===== config.mk =====
export PLATFORM = sky130hd
export DESIGN_NAME = ltc2308_scan_seq
export DESIGN_NICKNAME = d
export VERILOG_FILES = /design/src/rtl/ltc2308_pkg.sv /design/src/rtl/ltc2308_period_timer.sv /design/src/rtl/ltc2308_scan_seq.sv
export SDC_FILE = /design/constraint.sdc
export NUM_CORES = 1
export LEC_CHECK = 0
export BUFFER_PORTS_ARGS = -buffer_cell sky130_fd_sc_hd__buf_2
export CORE_MARGIN = 4
export CORE_UTILIZATION = 55
export CTS_CLUSTER_SIZE = 24
export DETAILED_ROUTE_END_ITERATION = 6
export GPL_TIMING_DRIVEN = 0
export PLACE_DENSITY = 0.79
export SETUP_SLACK_MARGIN = 0.02
export SYNTH_ARGS = -nofsm -noshare
export SYNTH_HDL_FRONTEND = slang
export SYNTH_SLANG_ARGS = --single-unit

===== constraint.sdc =====
create_clock -name clk -period 2.04 [get_ports clk]
set_input_delay 0.306 -clock clk [delete_from_list [all_inputs] [get_ports clk]]
set_output_delay 0.306 -clock clk [all_outputs]
set_load 0.02 [all_outputs]

===== src/rtl/ltc2308_pkg.sv =====
// ----------------------------------------------------------------------------
// ltc2308_pkg
//   Shared types and helpers for the LTC2308 scan sequencer.
//   - state_t    : sequencer FSM states
//   - CFG_*      : bit positions inside the 6-bit LTC2308 config word
//   - ch_sel_t   : result of a channel search (found flag + channel index)
//   - build_cfg  : config word for a single-ended channel
//   - find_chan  : lowest enabled channel at or above a starting index
// ----------------------------------------------------------------------------
package ltc2308_pkg;

  typedef enum logic [2:0] {
    IDLE,
    ISSUE,
    WAIT_ACK,
    WAIT_DONE,
    NEXT
  } state_t;

  localparam int CFG_W   = 6;
  localparam int CFG_SD  = 5;  // single-ended / differential
  localparam int CFG_OS  = 4;  // odd / sign
  localparam int CFG_S1  = 3;  // channel select bit 1
  localparam int CFG_S0  = 2;  // channel select bit 0
  localparam int CFG_UNI = 1;  // unipolar / bipolar
  localparam int CFG_SLP = 0;  // sleep

  typedef struct packed {
    logic       found;
    logic [2:0] idx;
  } ch_sel_t;

  // LTC2308 single-ended mux map: O/S carries ch[0], while S1/S0 carry
  // ch[2]/ch[1] (CH2 -> 1001, CH4 -> 1010).
  function automatic logic [CFG_W-1:0] build_cfg(input logic [2:0] ch,
                                                 input logic       uni);
    logic [CFG_W-1:0] cfg;
    cfg          = '0;
    cfg[CFG_SD]  = 1'b1;
    cfg[CFG_OS]  = ch[0];
    cfg[CFG_S1]  = ch[2];
    cfg[CFG_S0]  = ch[1];
    cfg[CFG_UNI] = uni;
    cfg[CFG_SLP] = 1'b0;
    return cfg;
  endfunction

  // Searching downward lets the lowest qualifying index win.
  function automatic ch_sel_t find_chan(input logic [7:0] mask,
                                        input logic [3:0] from);
    ch_sel_t sel;
    sel = '0;
    for (int i = 7; i >= 0; i--) begin
      if (mask[i] && (4'(i) >= from)) begin
        sel.found = 1'b1;
        sel.idx   = 3'(i);
      end
    end
    return sel;
  endfunction

endpackage


===== src/rtl/ltc2308_period_timer.sv =====
// ----------------------------------------------------------------------------
// ltc2308_period_timer
//   Free-running scan period timer. Counts while enabled and pulses expire
//   once every PERIOD cycles; load restarts the period, and the count is held
//   cleared while disabled so that enabling always yields a full period.
//
// Ports
//   clk    : rising-edge clock
//   reset  : synchronous active-high reset (clears the count)
//   load   : restart the period (count returns to zero)
//   enable : run the timer
//   expire : one-cycle pulse on the last cycle of each period
// ----------------------------------------------------------------------------
module ltc2308_period_timer #(
  parameter int unsigned PERIOD = 50000
) (
  input  logic clk,
  input  logic reset,
  input  logic load,
  input  logic enable,
  output logic expire
);

  localparam int CW = (PERIOD > 1) ? $clog2(PERIOD) : 1;
  localparam logic [CW-1:0] LAST = CW'(PERIOD - 1);

  logic [CW-1:0] count;

  assign expire = enable && (count == LAST);

  always_ff @(posedge clk) begin
    if (reset) begin
      count <= '0;
    end else if (load || !enable || expire) begin
      count <= '0;
    end else begin
      count <= count + 1'b1;
    end
  end

endmodule


===== src/rtl/ltc2308_scan_seq.sv =====
// ----------------------------------------------------------------------------
// ltc2308_scan_seq
//   Scan sequencer for an LTC2308 8-channel ADC behind a generic SPI transfer
//   engine. A scan walks the enabled channels in ascending order and issues
//   one transfer per conversion plus a trailing repeat, because the LTC2308
//   returns the result of the previous conversion on each transfer.
//
//   Optional feature macro: LTC2308_SCAN_AVG_EN
//     When defined, every channel is converted four times in a row and the
//     reported result is the truncated mean of the four samples.
//
// Ports
//   clk         : rising-edge clock
//   reset       : synchronous active-high reset; abandons any scan
//   start       : one-cycle single-scan request
//   continuous  : rescan every SCAN_PERIOD cycles while high
//   chan_en     : single-ended channel enable mask (latched at scan start)
//   xfer_req    : transfer request to the SPI engine
//   xfer_cfg    : config word for the requested transfer
//   xfer_ack    : engine accepted xfer_cfg
//   xfer_done   : one-cycle pulse, transfer complete
//   xfer_data   : conversion data, valid with xfer_done
//   res_valid   : one-cycle pulse, result on res_chan/res_data
//   res_chan    : channel index of the result
//   res_data    : conversion result
//   busy        : scan in progress
//   scan_done   : one-cycle pulse with the final result of a scan
//   overrun     : sticky, a trigger arrived while a scan was running
// ----------------------------------------------------------------------------
module ltc2308_scan_seq
  import ltc2308_pkg::*;
#(
  parameter int unsigned SCAN_PERIOD = 50000,
  parameter bit          UNIPOLAR    = 1'b1
) (
  input  logic              clk,
  input  logic              reset,
  input  logic              start,
  input  logic              continuous,
  input  logic [7:0]        chan_en,
  output logic              xfer_req,
  output logic [CFG_W-1:0]  xfer_cfg,
  input  logic              xfer_ack,
  input  logic              xfer_done,
  input  logic [11:0]       xfer_data,
  output logic              res_valid,
  output logic [2:0]        res_chan,
  output logic [11:0]       res_data,
  output logic              busy,
  output logic              scan_done,
  output logic              overrun
);

`ifdef LTC2308_SCAN_AVG_EN
  localparam logic [1:0] REP_LAST = 2'd3;
`else
  localparam logic [1:0] REP_LAST = 2'd0;
`endif

  state_t     state_q, state_d;

  logic [7:0] mask_q;       // channel mask captured at scan start
  logic [2:0] issue_ch_q;   // channel of the transfer being issued
  logic [1:0] issue_rep_q;  // conversion number of that channel
  logic [2:0] prev_ch_q;    // channel whose data the current transfer returns
  logic       first_q;      // current transfer is the first of the scan
  logic       final_q;      // current transfer is the trailing repeat

`ifdef LTC2308_SCAN_AVG_EN
  logic [1:0]  prev_rep_q;
  logic [13:0] acc_q;
  logic [13:0] sum;
`endif

  logic    expire;
  logic    trig;
  logic    scan_start;
  logic    done_acc;
  ch_sel_t first_sel;
  ch_sel_t next_sel;

  assign trig       = start || expire;
  assign first_sel  = find_chan(chan_en, 4'd0);
  assign next_sel   = find_chan(mask_q, {1'b0, issue_ch_q} + 4'd1);
  assign scan_start = (state_q == IDLE) && trig && first_sel.found;
  // xfer_done outside WAIT_DONE is deliberately dropped.
  assign done_acc   = (state_q == WAIT_DONE) && xfer_done;

  // Request is a pure state decode: high through ISSUE and WAIT_ACK, low on
  // the edge after xfer_ack is sampled in WAIT_ACK.
  assign xfer_req   = (state_q == ISSUE) || (state_q == WAIT_ACK);

`ifdef LTC2308_SCAN_AVG_EN
  // The first sample of a channel restarts the accumulator.
  assign sum = ((prev_rep_q == 2'd0) ? 14'd0 : acc_q) + 14'(xfer_data);
`endif

  ltc2308_period_timer #(
    .PERIOD (SCAN_PERIOD)
  ) u_timer (
    .clk    (clk),
    .reset  (reset),
    .load   (scan_start),
    .enable (continuous),
    .expire (expire)
  );

  // NOTE: sequential state uses non-blocking assignments so every register
  // samples the pre-edge values, independent of statement order.
  always_ff @(posedge clk) begin
    if (reset) begin
      state_q <= IDLE;
    end else begin
      state_q <= state_d;
    end
  end

  // NOTE: state_d gets its default before the case, so no path through this
  // block can leave it unassigned and infer a latch.
  always_comb begin
    state_d = state_q;
    case (state_q)
      IDLE:      if (scan_start) state_d = ISSUE;
      ISSUE:     state_d = WAIT_ACK;
      WAIT_ACK:  if (xfer_ack) state_d = WAIT_DONE;
      WAIT_DONE: if (xfer_done) state_d = NEXT;
      // busy has already dropped here when the trailing repeat returned.
      NEXT:      state_d = busy ? ISSUE : IDLE;
      default:   state_d = IDLE;
    endcase
  end

  always_ff @(posedge clk) begin
    if (reset) begin
      mask_q      <= '0;
      issue_ch_q  <= '0;
      issue_rep_q <= '0;
      prev_ch_q   <= '0;
      first_q     <= 1'b0;
      final_q     <= 1'b0;
      xfer_cfg    <= '0;
      res_valid   <= 1'b0;
      res_chan    <= '0;
      res_data    <= '0;
      busy        <= 1'b0;
      scan_done   <= 1'b0;
      overrun     <= 1'b0;
`ifdef LTC2308_SCAN_AVG_EN
      prev_rep_q  <= '0;
      acc_q       <= '0;
`endif
    end else begin
      res_valid <= 1'b0;
      scan_done <= 1'b0;

      // Any trigger outside IDLE is lost; only an accepted start clears it.
      if (trig && (state_q != IDLE)) begin
        overrun <= 1'b1;
      end else if (scan_start && start) begin
        overrun <= 1'b0;
      end

      if (scan_start) begin
        mask_q      <= chan_en;
        issue_ch_q  <= first_sel.idx;
        issue_rep_q <= '0;
        first_q     <= 1'b1;
        final_q     <= 1'b0;
        busy        <= 1'b1;
        xfer_cfg    <= build_cfg(first_sel.idx, UNIPOLAR);
      end

      if ((state_q == NEXT) && busy) begin
        xfer_cfg <= build_cfg(issue_ch_q, UNIPOLAR);
      end

      if (done_acc) begin
        first_q   <= 1'b0;
        prev_ch_q <= issue_ch_q;
`ifdef LTC2308_SCAN_AVG_EN
        prev_rep_q <= issue_rep_q;
        if (!first_q) begin
          acc_q <= sum;
          if (prev_rep_q == REP_LAST) begin
            res_valid <= 1'b1;
            res_chan  <= prev_ch_q;
            res_data  <= sum[13:2];
          end
        end
`else
        // Transfer 0 returns a stale conversion and is discarded.
        if (!first_q) begin
          res_valid <= 1'b1;
          res_chan  <= prev_ch_q;
          res_data  <= xfer_data;
        end
`endif
        if (final_q) begin
          busy      <= 1'b0;
          scan_done <= 1'b1;
        end else if (issue_rep_q != REP_LAST) begin
          issue_rep_q <= issue_rep_q + 2'd1;
        end else begin
          issue_rep_q <= '0;
          if (next_sel.found) begin
            issue_ch_q <= next_sel.idx;
          end else begin
            // Last channel done: repeat its config once to flush the pipeline.
            final_q <= 1'b1;
          end
        end
      end
    end
  end

endmodule


==> results.json <==
{
  "initialDrtViolationCount": 214,
  "finalWorstPathRequiredPeriod_ns": 2.00,
  "final_worst_setup_slack_ns": 0.0439,
  "wire_per_inst_um": 13.5,
  "drt-vias-per-instance": 5.35,
  "place_hpwl_um": 4450,
  "setup.worst_path.start_class": "flop",
  "routed-via-count": 2519,
  "synthCells": 334,
  "die_h_um": 79.9,
  "setup_repair_after_global_routing_missed_its_margin": "yes",
  "synth_enable_flop_cells": 0,
  "synthTopCellsByArea": "dfxtp_1 42%, nand2_1 6.5%, a21oi_1 5.3%, nor2_1 4.5%, mux2i_1 3.5%",
  "detail_route.drc_violations": 0,
  "achievable-frequency_mhz": 501,
  "synthesis.yosys.warnings": 0,
  "grt_use_total": 0.210,
  "final_cell_area_mm2": 0.00347,
  "antenna_cells": 0,
  "min_delay_path_depth": 3,
  "holdCritPathClass": "primary input to flop",
  "hold_violations": 0,
  "timing.reg2reg.worst_path_depth": 7,
  "synth_top_cell_by_area": "dfxtp_1",
  "avgSynthCellArea_um2": 8.52,
  "timing.max_cap.violations": 0,
  "io_pins": 52,
  "crit_type": "flop to flop",
  "total_power_mw": 2.63,
  "postSynthNetCount": 366,
  "fin_skew_ns": 0.00487,
  "grt.overflow.total": 0,
  "min_from": "xfer_data[9]",
  "synth_seq_area_share": 0.422,
  "timing.critical_path.arrival_ns": 2.26,
  "slew_violations": 0,
  "synth_top_cells_by_count": "60 x dfxtp_1, 49 x nand2_1, 34 x nor2_1, 30 x a21oi_1, 14 x inv_1",
  "finalSetupViolations": 0,
  "routabilityCongestion": 0.942,
  "drtAntennaViolNets": 0,
  "path_max_fanout": 9,
  "timing.reg2reg.setup_slack_ns": 0.04,
  "drt_pre_antenna_iters": 4,
  "numCtsBuffers": 9,
  "critical_path.reg2reg.startpoint": "issue_ch_q[0]",
  "timing.rr.end": "issue_ch_q[1]",
  "finalNetCount": 431,
  "later_pin_clock_latency_in_the_skew_report_ns": 0.34,
  "die_area_mm2": 0.00639,
  "preCtsSetupSlack_ns": -0.167,
  "starting_density_of_the_core": 0.583,
  "root_buffer_cell": "clkbuf_8",
  "timing.final.crit_share": 0.978,
  "die_x_um": 79.9,
  "tritoncts_clock_tree": "done",
  "cellPowerDensity_mw_per_mm2": 757,
  "cp.required_ns": 2.30,
  "drt_wl_total_um": 6340,
  "syn_area_mm2": 0.00285,
  "syn_to_final_growth_pct": 21.9,
  "post_cts_hold_buffer_count": 0,
  "end_kind": "flop",
  "grt_start_max_net_pins": 13,
  "antenna_found_initial": 0,
  "tightestPinTransition_ns": 0.529,
  "max-clock-path-buffers": 2,
  "cts-htree-levels": 3,
  "lkg_pwr_nw": 1.37,
  "outcome": "finished, final reports clean",
  "timing.slew.headroom": 0.648,
  "grt_pass1_wl_um": 10500,
  "core_mm2": 0.00488,
  "vdd.ir_drop.worst_uv": 481,
  "first_global_vias": 2302,
  "synth.most_common_cell": "dfxtp_1",
  "dpl_cell_area_mm2": 0.00317,
  "placementRows": 25,
  "postSynth.asyncResetShare": 0,
  "synth.distinct_cells": 55,
  "synth-seq-cells": 60,
  "cts.clk_slew.worst_paths_ns": 0.07,
  "synthFlopType": "dfxtp_1",
  "hold_ws_ns": 0.196,
  "count_of_input_and_output_buffers": 49,
  "worstHoldEndpoint": "res_data[9]",
  "cts.sinks": 60,
  "final_layout_size_suffix_gt1_frac": 0.272,
  "synthDominantCellAreaShare": 0.422
}
[flip-flops by register name (all words and copies together) (netlist names)]
name           cells
u_timer.count     16
res_data          12
mask_q             8
xfer_cfg           4
issue_ch_q         3
prev_ch_q          3
res_chan           3
state_q            3
issue_rep_q        2
busy               1
final_q            1
first_q            1
overrun            1
res_valid          1
scan_done          1
[power by group]
part	internal, mW	total (mW)	leakage [nW]	switching, mW
Combinational	0.186	0.411	0.792	0.225
Clock	0.445	0.946	0.0896	0.501
Sequential	1.21	1.27	0.488	0.0545
Total	1.85	2.63	1.37	0.781
[cells by family after synthesis]
kind of cell	after synthesis	share of synthesized area
AOI/OAI and AO/OA	67	0.159
muxes	10	0.0352
other	1	0.00132
DFF	60	0.422
and+or+nand+nor	142	0.252
adders and majority gates	6	0.0264
xor gates and xnor gates	16	0.0493
buffers and inverters	32	0.0550
[area by class of cell]
cell class | count | area, um2
Fill cell | 421 | 1410
Timing Repair Buffer | 57 | 305
Clock buffer | 9 | 124
Clock inverter | 7 | 52.6
Buffer | 15 | 101
Multi-Input combinational cell | 242 | 1540
Inverter | 14 | 52.6
Sequential cell | 60 | 1210
Tap cell | 67 | 83.8
[stage by stage]
stage | util | std cells | TNS, ns
after floorplan | - | 334 | 0
after global placement | 0.651 | 450 | -0.946
after detailed placement | 0.651 | 450 | -1.62
after CTS | 0.702 | 471 | 0
after global routing | 0.711 | 471 | -0.0625
final | 0.711 | 471 | 0
[critical path, cell delays in order, from the launching register on]
cell,delay (ns)
dfxtp_2,0.43
inv_1,0.07
ha_1,0.35
a2bb2oi_1,0.15
o221a_2,0.31
a211oi_4,0.27
a31oi_1,0.16
o22ai_1,0.18
[cells in the final DEF (no fill, tap or decap), drive strengths merged, types with 3 or more instances in the layout]
cell | synthesis | layout
mux2i | 10 | 10
nand2 | 49 | 49
nor3 | 4 | 4
nor2 | 45 | 45
nand4 | 6 | 6
or3 | 3 | 3
xor2 | 10 | 10
and3 | 6 | 6
dfxtp | 60 | 60
o21a | 4 | 4
o22ai | 3 | 3
a211oi | 4 | 4
inv | 14 | 15
buf | 6 | 63
clkinv | 0 | 5
nand3 | 6 | 6
nand2b | 6 | 6
xnor2 | 6 | 6
and2 | 3 | 3
a21oi | 30 | 30
o21ai | 6 | 6
clkbuf | 12 | 18
ha | 6 | 6
[how the worst max path moves through the flow]
stage / startpoint / end / slack (ns) / cells past startpoint
6_report: issue_ch_q[0] / issue_ch_q[1] / 0.04 / 7
5_1_grt: u_timer.count[13] / mask_q[3] / -0.03 / 7
4_1_cts: u_timer.count[11] / mask_q[5] / 0.02 / 7
3_5_place_dp: state_q[1] / mask_q[5] / -0.17 / 8
3_3_place_gp: issue_ch_q[0] / issue_ch_q[1] / -0.12 / 7
2_1_floorplan: issue_ch_q[0] / issue_ch_q[1] / 0.16 / 7
[repair_timing]
item	in CTS	in global routing
setup endpoints to repair	21	29
endpoints found under the hold margin	0	0
gates resized for setup	10	11
pin swaps	1	4
setup buffers	5	3
[layer usage]
metal,vias up,share of wire,global-route usage
met2,81,0.44,0.313
li1,1284,-,-
met3,13,0.078,0.0350
met4,0,0.021,0.105
met1,1141,0.47,0.292
met5,-,0,0
(Power assumes the default switching activity.)
